===== src/rtl/serial_shift_sequencer.sv =====
// -----------------------------------------------------------------------------
// serial_shift_sequencer
//
// Takes a parallel word over a valid/ready handshake and feeds it MSB-first,
// one bit per clock, into the serial input of a SISO shift-register chain.
// Each bit is qualified by shift_en. Also reports busy and an end-of-frame
// pulse.
//
// Optional feature: define SERIAL_SEQ_PARITY_EN to append one even-parity
// bit (XOR of the captured word) after the data bits, still with frame=1.
// With the macro undefined, the PAR state and the parity register do not exist.
//
// Parameters:
//   WIDTH       bits per frame, legal range 2..32
//
// Ports:
//   clk         rising-edge clock
//   rst         asynchronous, active-high reset
//   load_valid  producer offers load_data
//   load_data   parallel word to serialize (sampled only on the accepting edge)
//   load_ready  sequencer can accept a word (high only in IDLE)
//   hold        stalls shifting while high (no effect in IDLE/DONE)
//   shift_en    shifter advances on this edge (= !hold while a bit is on din)
//   din         serial bit driven into the shifter
//   frame       high while data (and parity) bits are on din
//   busy        high in every state except IDLE
//   done        one-cycle pulse at end of frame
//
// Handshake: a word transfers on a rising edge where load_valid && load_ready
// are both high. load_ready does not depend on load_valid, and load_valid
// seen outside IDLE is ignored.
// -----------------------------------------------------------------------------
module serial_shift_sequencer #(
   parameter int WIDTH = 8
) (
   input  logic             clk,
   input  logic             rst,
   input  logic             load_valid,
   input  logic [WIDTH-1:0] load_data,
   output logic             load_ready,
   input  logic             hold,
   output logic             shift_en,
   output logic             din,
   output logic             frame,
   output logic             busy,
   output logic             done
);

   // One extra bit so the counter can hold WIDTH after the last shift.
   localparam int CNT_W = $clog2(WIDTH) + 1;
   localparam logic [CNT_W-1:0] LAST_CNT = CNT_W'(WIDTH - 1);

`ifdef SERIAL_SEQ_PARITY_EN
   typedef enum logic [1:0] {
      ST_IDLE  = 2'd0,
      ST_SHIFT = 2'd1,
      ST_PAR   = 2'd2,
      ST_DONE  = 2'd3
   } state_t;
`else
   typedef enum logic [1:0] {
      ST_IDLE  = 2'd0,
      ST_SHIFT = 2'd1,
      ST_DONE  = 2'd3
   } state_t;
`endif

   state_t           state_q;
   state_t           state_d;
   logic [WIDTH-1:0] shadow_q;
   logic [CNT_W-1:0] cnt_q;
`ifdef SERIAL_SEQ_PARITY_EN
   // Parity is captured with the word, because the shadow register is
   // destroyed by shifting before the parity bit is needed.
   logic             par_q;
`endif

   // State register
   always_ff @(posedge clk or posedge rst) begin
      if (rst) begin
         state_q <= ST_IDLE;
      end else begin
         state_q <= state_d;
      end
   end

   // Shadow word, bit counter (and captured parity)
   always_ff @(posedge clk or posedge rst) begin
      if (rst) begin
         shadow_q <= '0;
         cnt_q    <= '0;
`ifdef SERIAL_SEQ_PARITY_EN
         par_q    <= 1'b0;
`endif
      end else begin
         case (state_q)
            ST_IDLE: begin
               if (load_valid) begin
                  shadow_q <= load_data;
                  cnt_q    <= '0;
`ifdef SERIAL_SEQ_PARITY_EN
                  par_q    <= ^load_data;
`endif
               end
            end
            ST_SHIFT: begin
               if (!hold) begin
                  shadow_q <= {shadow_q[WIDTH-2:0], 1'b0};
                  cnt_q    <= cnt_q + CNT_W'(1);
               end
            end
            default: begin
            end
         endcase
      end
   end

   // Next state and outputs. Every output is decoded from registered state,
   // except shift_en, which also looks at hold.
   always_comb begin
      state_d    = state_q;
      load_ready = 1'b0;
      shift_en   = 1'b0;
      din        = 1'b0;
      frame      = 1'b0;
      busy       = 1'b1;
      done       = 1'b0;
      case (state_q)
         ST_IDLE: begin
            load_ready = 1'b1;
            busy       = 1'b0;
            if (load_valid) begin
               state_d = ST_SHIFT;
            end
         end
         ST_SHIFT: begin
            din      = shadow_q[WIDTH-1];
            frame    = 1'b1;
            shift_en = !hold;
            if (!hold && (cnt_q == LAST_CNT)) begin
`ifdef SERIAL_SEQ_PARITY_EN
               state_d = ST_PAR;
`else
               state_d = ST_DONE;
`endif
            end
         end
`ifdef SERIAL_SEQ_PARITY_EN
         ST_PAR: begin
            din      = par_q;
            frame    = 1'b1;
            shift_en = !hold;
            if (!hold) begin
               state_d = ST_DONE;
            end
         end
`endif
         ST_DONE: begin
            done    = 1'b1;
            state_d = ST_IDLE;
         end
         default: begin
            busy    = 1'b0;
            state_d = ST_IDLE;
         end
      endcase
   end

endmodule


===== config.mk =====
export PLATFORM = sky130hd
export DESIGN_NAME = serial_shift_sequencer
export DESIGN_NICKNAME = d
export VERILOG_FILES = /design/src/rtl/serial_shift_sequencer.sv
export SDC_FILE = /design/constraint.sdc
export NUM_CORES = 1
export LEC_CHECK = 0
export CAP_MARGIN = 30
export CORE_MARGIN = 3
export CORE_UTILIZATION = 52
export DETAILED_ROUTE_END_ITERATION = 16
export GPL_TIMING_DRIVEN = 1
export HOLD_SLACK_MARGIN = 0.05
export PLACE_DENSITY = 0.91
export SETUP_SLACK_MARGIN = 0.4
export SYNTH_ARGS = -nofsm -noshare
export SYNTH_HDL_FRONTEND = slang
export SYNTH_SLANG_ARGS = --single-unit

===== constraint.sdc =====
create_clock -name clk -period 2.75 [get_ports clk]
set_input_delay 0.4125 -clock clk [delete_from_list [all_inputs] [get_ports clk]]
set_output_delay 0.4125 -clock clk [all_outputs]
set_load 0.005 [all_outputs]

==> results of run 1 <==
==> worst min-delay path by stage <==
stage	from	cells after the start	to	slack, ns
after floorplan	rst	1	cnt_q[0]	0.30
after global placement	shadow_q[3]	1	shadow_q[3]	0.49
after detailed placement	shadow_q[4]	1	shadow_q[4]	0.49
after CTS	rst	2	cnt_q[2]	0.47
after global routing	rst	2	cnt_q[2]	0.49
final	rst	2	shadow_q[6]	0.45
==> power by group through the flow <==
| stage | combinational [mW] | sequential (mW) | clock [mW] |
|---|---|---|---|
| final | 0.402 | 0.352 | 0.148 |
| after global routing | 0.438 | 0.363 | 0.164 |
| after CTS | 0.405 | 0.353 | 0.152 |
| after detailed placement | 0.388 | 0.354 | 0 |
| after global placement | 0.379 | 0.346 | 0 |
| after floorplan | 0.329 | 0.324 | 0 |
==> registers in the layout, summed over array words and instances (netlist names) <==
name      count
state_q       2
shadow_q      8
cnt_q         4
==> stage by stage <==
stage	total power [mW]	setup slack, ns	area [µm²]	std cells
finish	0.9019	0.5810	1020	99
global placement	0.7249	0.7577	968.4	93
floorplan	0.6530	1.269	823.3	65
detailed placement	0.7428	0.7399	968.4	93
CTS	0.9094	0.5733	1020	99
global route	0.9653	0.4336	1020	99
==> layout make-up <==
class	count	area [µm²]
inverters	4	15.01
multi-input cells	43	414.1
flip-flops and latches	14	350.3
well taps	15	18.77
repair buffers	19	185.2
clock buffers	4	36.28
fillers	104	379.1
==> synth_stat cells <==
master / instances
mux2i_1: 1
nor2b_1: 2
nand2_1: 3
a21oi_1: 1
nor3_1: 1
o21a_1: 1
mux2_4: 7
and2_1: 1
and2_2: 1
a21oi_4: 1
and4b_1: 2
nand2b_1: 1
inv_1: 4
a21o_1: 1
nor2_1: 2
dlygate4sd3_1: 1
nor2b_4: 1
ha_1: 1
a22o_2: 2
o21bai_1: 1
o211ai_1: 1
nand2b_4: 1
dfrtp_1: 14
o22ai_1: 1
mux2_2: 8
nand3b_1: 2
buf_6: 3
==> layer usage <==
layer | vias to the layer above | wire length, µm
met5 | - | 0
met4 | 0 | 23
met3 | 4 | 92
met2 | 18 | 715
met1 | 263 | 639
li1 | 265 | -
==> worst max-delay path: cells and delay by family, from the launching register on <==
family        cells  cell delay, ns
simple gates      2            0.41
flops             1            0.55
buf+inv           1            0.51
==> cells by family (layout without fill, tap and decap cells) <==
logic type               Yosys count  after routing  synth area share (%)
AND/OR/NAND/NOR                   17             17                 14.44
flip-flops                        14             14                 42.55
multiplexers                      16             16                 24.92
AO/OA/AOI/OAI                      9              9                 9.424
adder cells (fa/ha/maj)            1              1                 1.520
buffers and inverters              8             27                 7.142
==> repair_timing <==
action,in CTS,in global routing
setup buffers,2,0
hold buffers,0,0
gates resized for setup,0,0
endpoints found under the setup margin,1,0
==> impl_results.md, run 1 <==
- Status: finished clean
- Vias post-DR: 550
- Final nets: 98
- GRT Total Usage: 17.06%
- Setup CP Type: reg -> out
- Antenna fix cells: 0
- Pre-antenna DRT Iters: 4
- Post-synthesis sequential area ratio: 42.55%
- Core Box Area: 1399 µm²
- Hold Vio Cnt, Final: 0
- Max VDD drop: 0.5217 mV
- Initial DRC Count: 5
- Fmax: 461.0 MHz
- Initial antenna violation count: 0
- Slowest-stage cell, CP: dfrtp_1
- Sink Count: 14
- Vias per cell: 5.556
- Final wirelength: 1471 µm
- GRT Max-Usage Layer: met2
- Antenna viol nets, final: 0
- Final period utilization: 78.87%
- Met3 Use GR: 7.510%
- Worst setup endpoint: shift_en
- Synth area leader: dfrtp_1
- Clock transition at path regs: 0.09 ns
- DIE WIDTH: 45.79 µm
- Data required, critical path: 2.34 ns
- PwrDens: 884.5 nW/µm²
- Wire per inst: 14.86 µm
- Hold WC Path Type: in -> async
- Share of cells above drive strength 1: 32.14%
- Critical Path Start: state_q[0]
- Relative slew slack: 65.12%
- Most common cell after layout, fill and taps aside: clkdlybuf4s50_1
- Skew final: 0.01346 ns
- Yosys top cell area share: 42.55%
- Die Ht: 45.79 µm
- Int Power: 631.4 µW
- DRC errors left: 0
- Crit path max fanout: 12
- Num CTS Buffers: 3
- RSZ-0062 raised after global routing: no
- Port buffer count: 17
- Slowest stage delay, CP: 0.55 ns
- Commonest non-fill, non-tap cells in the layout: clkdlybuf4s50_1 (17), dfrtp_1 (14), mux2_2 (8), mux2_4 (7), inv_1 (4)
- Post-Syn Area per Cell: 12.67 µm²
- Setup TNS: 0 ns
- Total gr overflow: 0
- Largest net degree at the start of global routing: 15
- Yosys warns: 0
- H-tree depth: 1
- Dominant cells by area after synthesis: dfrtp_1 (43%), mux2_4 (13%), mux2_2 (11%)
- Initial core utilization: 58.86%
- CP endpoint kind: output pin
- Least-Margin Pin Slew: 0.5226 ns
- Sequential share of power: 39.1%
- Min Tclk post-route: 2.169 ns
- Clock tree buffer depth: 2
- Flops & latches, synth: 14
- Crit-path cells: nor2b_4 > nor2b_1 > clkdlybuf4s50_1
- Reg2reg end: shadow_q[3]
- Gate power share: 44.6%
- P&R area growth vs syn: 23.86%
- Worst path arrival time: 1.76 ns
- HPWL after DPL: 1073 µm
- Sw Share: 30.00%
- Endpoints failing setup: 0
- Rows: 13
- Layout Utilization: 72.90%
- Synthesized Nets: 78
- Syn Inst Count: 65
- Vias in the first global route: 556
- Met1 usage: 20.15%
- Final number of max-transition violations: 0
- Global-route wire length before repair: 2435 µm
- Num ports: 18
- P_sw: 270.6 µW
- R2r worst-path depth: 4
- CTS Root Cell: clkbuf_4
- Worst-skew pair later-pin latency: 0.28 ns
- Maximum capacitance violations: 0
- GP Congestion: 0.7645
- Hold Slack: 0.4508 ns
- CTS tree: done
- Leakage: 0.4936 nW
- Die area: 2097 µm²
- Worst R2R Start: state_q[0]
- R2R setup slack: 1.04 ns
- Synthesized cell area: 823.3 µm²
- Met2 usage: 26.46%
- CP startpoint kind: flip-flop
- Yosys cell types: 27
- Clock power share: 16.4%
Power figures use the tool's default switching activity.
==> run 2: changes to the inputs <==
--- a/config.mk
+++ b/config.mk
@@ -7,11 +7,11 @@
 export LEC_CHECK = 0
 export CAP_MARGIN = 30
 export CORE_MARGIN = 3
-export CORE_UTILIZATION = 52
+export CORE_UTILIZATION = 48
 export DETAILED_ROUTE_END_ITERATION = 16
 export GPL_TIMING_DRIVEN = 1
 export HOLD_SLACK_MARGIN = 0.05
-export PLACE_DENSITY = 0.91
+export PLACE_DENSITY = 0.85
 export SETUP_SLACK_MARGIN = 0.4
 export SYNTH_ARGS = -nofsm -noshare
 export SYNTH_HDL_FRONTEND = slang
==> constraint.sdc (replaced) <==
create_clock -name clk -period 2 [get_ports clk]
set_input_delay 0.3 -clock clk [delete_from_list [all_inputs] [get_ports clk]]
set_output_delay 0.3 -clock clk [all_outputs]
set_load 0.005 [all_outputs]
==> impl_results.md, run 2 (synthesized netlist as in run 1, its figures left out) <==
- Sw Share: 31.15% (+1.2 points)
- Sink Count: 14 (unchanged)
- RSZ-0062 raised after global routing: yes
- CTS Root Cell: clkbuf_4
- Final period utilization: 82.50%
- Final nets: 116 (+18%)
- Clock tree buffer depth: 2 (unchanged)
- Die area: 2248 µm² (+7.2%)
- R2R setup slack: 0.38 ns (-0.66 ns)
- Gate power share: 51.9% (+7.3 points)
- Share of cells above drive strength 1: 46.08% (+14 points)
- Leakage: 0.6300 nW (+28%)
- Placed Instances: 98 (+5.4%)
- P_sw: 439.6 µW (+62%)
- Setup TNS: 0 ns (unchanged)
- GP Congestion: 0.7433 (-2.8%)
- R2r worst-path depth: 6 (+2)
- Critical Path Start: state_q[1]
- Final number of max-transition violations: 0 (unchanged)
- Port buffer count: 17 (unchanged)
- Maximum capacitance violations: 0 (unchanged)
- Worst setup endpoint: shift_en
- Max VDD drop: 0.7901 mV (+51%)
- Commonest non-fill, non-tap cells in the layout: buf_4 (17), dfrtp_1 (14), clkdlybuf4s50_1 (11), mux2_2 (8), mux2_4 (7)
- Least-Margin Pin Slew: 0.5395 ns (+0.01689 ns)
- Endpoints failing setup: 0 (unchanged)
- Crit path max fanout: 3 (-9)
- Initial core utilization: 52.81% (-6.0 points)
- Relative slew slack: 63.99% (-1.1 points)
- Vias in the first global route: 581 (+4.5%)
- H-tree depth: 1 (unchanged)
- Fmax: 606.0 MHz
- Sequential share of power: 33.5% (-5.6 points)
- Num ports: 18 (unchanged)
- Status: finished clean
- CP endpoint kind: output pin
- Final Power: 1.411 mW (+56%)
- Setup CP Type: reg -> out
- Fillcell total: 96 (-7.7%)
- Data required, critical path: 1.70 ns (-0.64 ns)
- Total gr overflow: 0 (unchanged)
- Worst-skew pair later-pin latency: 0.28 ns (about the same)
- P&R area growth vs syn: 43.16%
- Post-placement cell area: 999.7 µm² (+3.2%)
- Max FFs per register: 8 (unchanged)
- DIE WIDTH: 47.42 µm (+3.5%)
- Worst R2R Start: state_q[1]
- Global-route wire length before repair: 2753 µm (+13%)
- Most common cell after layout, fill and taps aside: buf_4
- Pre-antenna DRT Iters: 7 (+3)
- HPWL after DPL: 1112 µm (+3.6%)
- Wire per inst: 17.16 µm (+15%)
- Int Power: 971.4 µW (+54%)
- Biggest register: shadow_q
- PwrDens: 1197 nW/µm² (+35%)
- CTS tree: done
- Largest net degree at the start of global routing: 15 (unchanged)
- Vias per cell: 5.356 (-3.6%)
- Final std cells w/o fill: 118 (+19%)
- Vias post-DR: 632 (+15%)
- Die Ht: 47.42 µm (+3.5%)
- Hold Vio Cnt, Final: 0 (unchanged)
- Min Tclk post-route: 1.650 ns
- Antenna fix cells: 0 (unchanged)
- CP startpoint kind: flip-flop
- Final wirelength: 2025 µm (+38%)
- DRC errors left: 0 (unchanged)
- Initial antenna violation count: 0 (unchanged)
- Clock power share: 14.5% (-1.9 points)
- Num CTS Buffers: 3 (unchanged)
- Rows: 14 (+1)
- GRT Total Usage: 17.53% (+0.47 points)
- Worst path arrival time: 1.35 ns (-0.41 ns)
- Leading registers by flop count: shadow_q (8), cnt_q (4), state_q (2)
- Hold Slack: 0.3668 ns (-0.08397 ns)
- Cts hold-fix bufs: 0 (unchanged)
- Reg2reg end: shadow_q[1]
- Initial DRC Count: 7 (+2)
- Skew final: 0.003571 ns (-0.009893 ns)
- Hold WC Path Type: in -> async
- Clock transition at path regs: 0.09 ns (about the same)
- Core Box Area: 1559 µm² (+11%)
- Design Area, Final: 1179 µm² (+16%)
- Antenna viol nets, final: 0 (unchanged)
[run 2: changes by cell type in the layout (fill, tap and decap cells not counted), sizes merged]
cell           change
dlygate4sd2        +1
buf               +18
clkdlybuf4s50      -6
clkbuf             +1
dlymetal6s2s       +4
[run 2: worst min path at each step]
stage          depth (start not counted)     endpoint        start  slack [ns]
3_5_place_dp                           1  shadow_q[2]  shadow_q[2]        0.49
4_1_cts                                2  shadow_q[7]          rst        0.36
3_3_place_gp                           1  shadow_q[3]  shadow_q[3]        0.49
5_1_grt                                2  shadow_q[6]          rst        0.40
2_1_floorplan                          1     cnt_q[0]          rst        0.19
6_report                               2  shadow_q[6]          rst        0.37
[run 2: power groups by stage]
stage,logic [mW],clock network [mW],registers (mW)
after floorplan,0.453,0,0.445
after global placement,0.560,0,0.460
after detailed placement,0.582,0,0.470
after CTS,0.615,0.206,0.466
after global routing,0.788,0.223,0.492
final,0.733,0.205,0.473
[run 2: worst max-delay path: stages, from the launching register on]
cell and delay, ns:
dfrtp_1 0.41, nor2b_4 0.17, buf_4 0.13, buf_4 0.13
nor2b_4 0.13, clkbuf_2 0.11
[run 2: final cells by class]
type	count	area, µm²	area share, %
Multi-Input combinational cell	43	421.7	35.77
Sequential cell	14	350.3	29.72
Timing Repair Buffer	37	335.3	28.45
Clock buffer	4	36.28	3.079
Tap cell	16	20.02	1.699
Inverter	4	15.01	1.274
[run 2: per-layer routing]
| metal | share of wire [%] | up-vias | GRT usage, % |
|---|---|---|---|
| met1 | 46 | 319 | 25.00 |
| met3 | 3.0 | 2 | 3.383 |
| met2 | 50 | 12 | 26.20 |
| met5 | 0 | - | 0 |
| met4 | 0.69 | 0 | 6.630 |
| li1 | - | 299 | - |
[run 2: what timing repair did]
| action | 4_1_cts | 5_1_grt |
|---|---|---|
| endpoints found under the setup margin | 6 | 5 |
| resized for setup | 4 | 8 |
| hold endpoints to repair | 0 | 0 |
| setup buffers | 3 | 13 |
[run 2: metrics by stage]
step	util (%)	setup slack (ns)
2_1_floorplan	-	0.5411
5_1_grt	75.60	0.3069
3_5_place_dp	64.13	0.2005
6_report	75.60	0.3499
3_3_place_gp	64.13	0.2449
4_1_cts	68.22	0.2124
==> variant: new RTL, flow settings as in run 1 <==
Change the parameter `WIDTH` from 8 to 16.
--- a/src/rtl/serial_shift_sequencer.sv
+++ b/src/rtl/serial_shift_sequencer.sv
@@ -33,3 +33,3 @@
 module serial_shift_sequencer #(
-   parameter int WIDTH = 8
+   parameter int WIDTH = 16
 ) (
Ports: changed (resized load_data); port bits go from 18 to 26. No check against the original RTL was run, so the function may have changed too.
==> variant against run 1 <==
Area after synthesis increased by 55%. Routed wire length increased by 53%. Total power increased by 34%. Worst setup slack got worse by 0.071 ns. Cell area increased by 51%. Global-route usage decreased by 0.69 points. Fmax decreased by 3.2%. Hold slack improved by 0.068 ns. Sequential cell count increased by 9. Critical path type unchanged. Largest power group is now registers.
==> variant: results (changes against run 1) <==
| Metric | Value |
|---|---|
| EDFF count, synth | `0 (unchanged)` |
| Nets | `146 (+49%)` |
| Netlist cell types | `28 (+3.7%)` |
| IR drop worst, VDD | `0.444 mV (-15%)` |
| H-tree depth | `1 (unchanged)` |
| Post-placement setup slack | `0.504 ns (-0.236 ns)` |
| Root Buffer Master | `clkbuf_4` |
| Worst-Margin Slew | `0.857 ns (+0.334 ns)` |
| Static leakage | `0.727 nW (+47%)` |
| Via count | `816 (+48%)` |
| Synth Area per Inst | `12.8 um^2 (+1.1%)` |
| Post-synthesis sequential area ratio | `45.0% (+2.4 points)` |
| Critical path's top delay family | `buffers and inverters` |
| CTS buffer count | `3 (unchanged)` |
| HP Class | `flip-flop to flip-flop` |
| Synth top area cells | `dfrtp_1 45%, mux2_2 17%, mux2_4 14%` |
| Prevailing post-synth register cell | `dfrtp_1` |
| Biggest regs | `shadow_q (16), cnt_q (5), state_q (2)` |
| Sw Pwr | `0.360 mW (+33%)` |
| CP max FO | `10 (-2)` |
| Setup Skew | `0.0120 ns (-0.00150 ns)` |
| Critical-path top delay cell | `dfrtp_2` |
| CP arrival | `1.83 ns (+0.07 ns)` |
| Fillers | `153 (+47%)` |
| Clock Latency Late Sink | `0.31 ns (+0.03 ns)` |
| Mean routed wirelength per cell | `14.9 um (+0.55%)` |
| GRT Total Usage | `16.4% (-0.69 points)` |
| Drt initial violations | `15 (+10)` |
| Largest net degree at the start of global routing | `24 (+9)` |
| First-pass GRT wire length | `4040 um (+66%)` |
| FFs w/ async S/R, synth | `100% (unchanged)` |
| Synth Net Count | `122 (+56%)` |
| Post-DP HPWL | `1680 um (+57%)` |
| Number of I/O port buffers | `25 (+8)` |
| Worst path max stage delay | `0.50 ns (-0.05 ns)` |
| Antenna violations before repair | `0 (unchanged)` |
| DR pass1 iterations | `4 (unchanged)` |
| Share of cells above drive strength 1 | `32.5% (+0.38 points)` |
| Synth cell count leaders | `23 x dfrtp_1, 19 x mux2_2, 12 x mux2_4` |
| Gp weighted congestion | `0.753 (-1.6%)` |
| Number of global-route vias before repair | `869 (+56%)` |
| Clk slew on worst S/H paths | `0.13 ns (+0.04 ns)` |
| Maximum buffer depth of the clock tree | `2 (unchanged)` |
| Synthesis Warnings | `0 (unchanged)` |
| ANT cells | `0 (unchanged)` |
| Outcome | `completed` |
## variant: cell count changes after synthesis, sizes merged, moves of 2 or more
cell and change:
o21ai +3, clkbuf +2, dfrtp +9, and4b -2, nor2b -3, a21oi +2, mux2 +16, nand2 +2
nand3b -2, inv +2
## variant: power by group through the flow
stage          Combinational [mW]  Sequential, mW  Clock (mW)
2_1_floorplan               0.419           0.525           0
3_3_place_gp                0.482           0.547           0
3_5_place_dp                0.503           0.559           0
4_1_cts                     0.506           0.551       0.161
5_1_grt                     0.548           0.571       0.178
6_report                    0.501           0.552       0.156
## variant: logic make-up after synthesis
kind of cell	count (synthesis)	synth area share (%)
AOI/OAI and AO/OA	14	7.82
DFF	23	45.0
and+or+nand+nor	18	7.82
adders and majority gates	2	1.95
muxes	31	30.8
buffers and inverters	12	6.65
## variant: per-layer routing
| metal | part of all wire, % | vias up | global-route usage [%] |
|---|---|---|---|
| li1 | - | 396 | - |
| met1 | 42 | 407 | 19.9 |
| met2 | 55 | 11 | 29.2 |
| met3 | 2.0 | 2 | 2.09 |
| met4 | 0.89 | 0 | 6.25 |
| met5 | 0 | - | 0 |
## variant: cell type report
cell class	count	area [um^2]	share of cell area (%)
Tap cell	28	35.0	2.27
Timing Repair Buffer	25	250	16.2
Clock inverter	1	5.00	0.325
Inverter	6	30.0	1.95
Clock buffer	3	22.5	1.46
Sequential cell	23	578	37.5
Multi-Input combinational cell	65	619	40.2
## variant: metrics by stage
stage / hold slack (ns) / cell area [um^2] / power, mW / std cells
6_report: 0.519 / 1540 / 1.21 / 151
5_1_grt: 0.546 / 1540 / 1.30 / 151
4_1_cts: 0.525 / 1540 / 1.22 / 151
3_5_place_dp: 0.497 / 1510 / 1.06 / 147
3_3_place_gp: 0.487 / 1510 / 1.03 / 147
2_1_floorplan: 0.414 / 1280 / 0.943 / 100
## variant: repair_timing
action	4_1_cts	5_1_grt
gates resized for setup	0	2
setup endpoints to repair	0	2
endpoints found under the hold margin	0	0
buffers inserted	0	0
## variant: worst paths after layout
| path | slack [ns] | startpoint | cells past startpoint | endpoint |
|---|---|---|---|---|
| worst max-delay path | 0.51 | state_q[1]$_DFFE_PP0P_ | 4 | din |
| worst min-delay path | 0.52 | shadow_q[4]$_DFFE_PP0P_ | 1 | shadow_q[4]$_DFFE_PP0P_ |
| worst max register to register | 1.00 | state_q[0]$_DFFE_PP0P_ | 3 | shadow_q[14]$_DFFE_PP0P_ |
| worst min register to register | 0.52 | shadow_q[4]$_DFFE_PP0P_ | 1 | shadow_q[4]$_DFFE_PP0P_ |
| max in group asynchronous | 1.61 | rst | 2 | state_q[0]$_DFFE_PP0P_ |
| min in group asynchronous | 0.56 | rst | 2 | shadow_q[13]$_DFFE_PP0P_ |
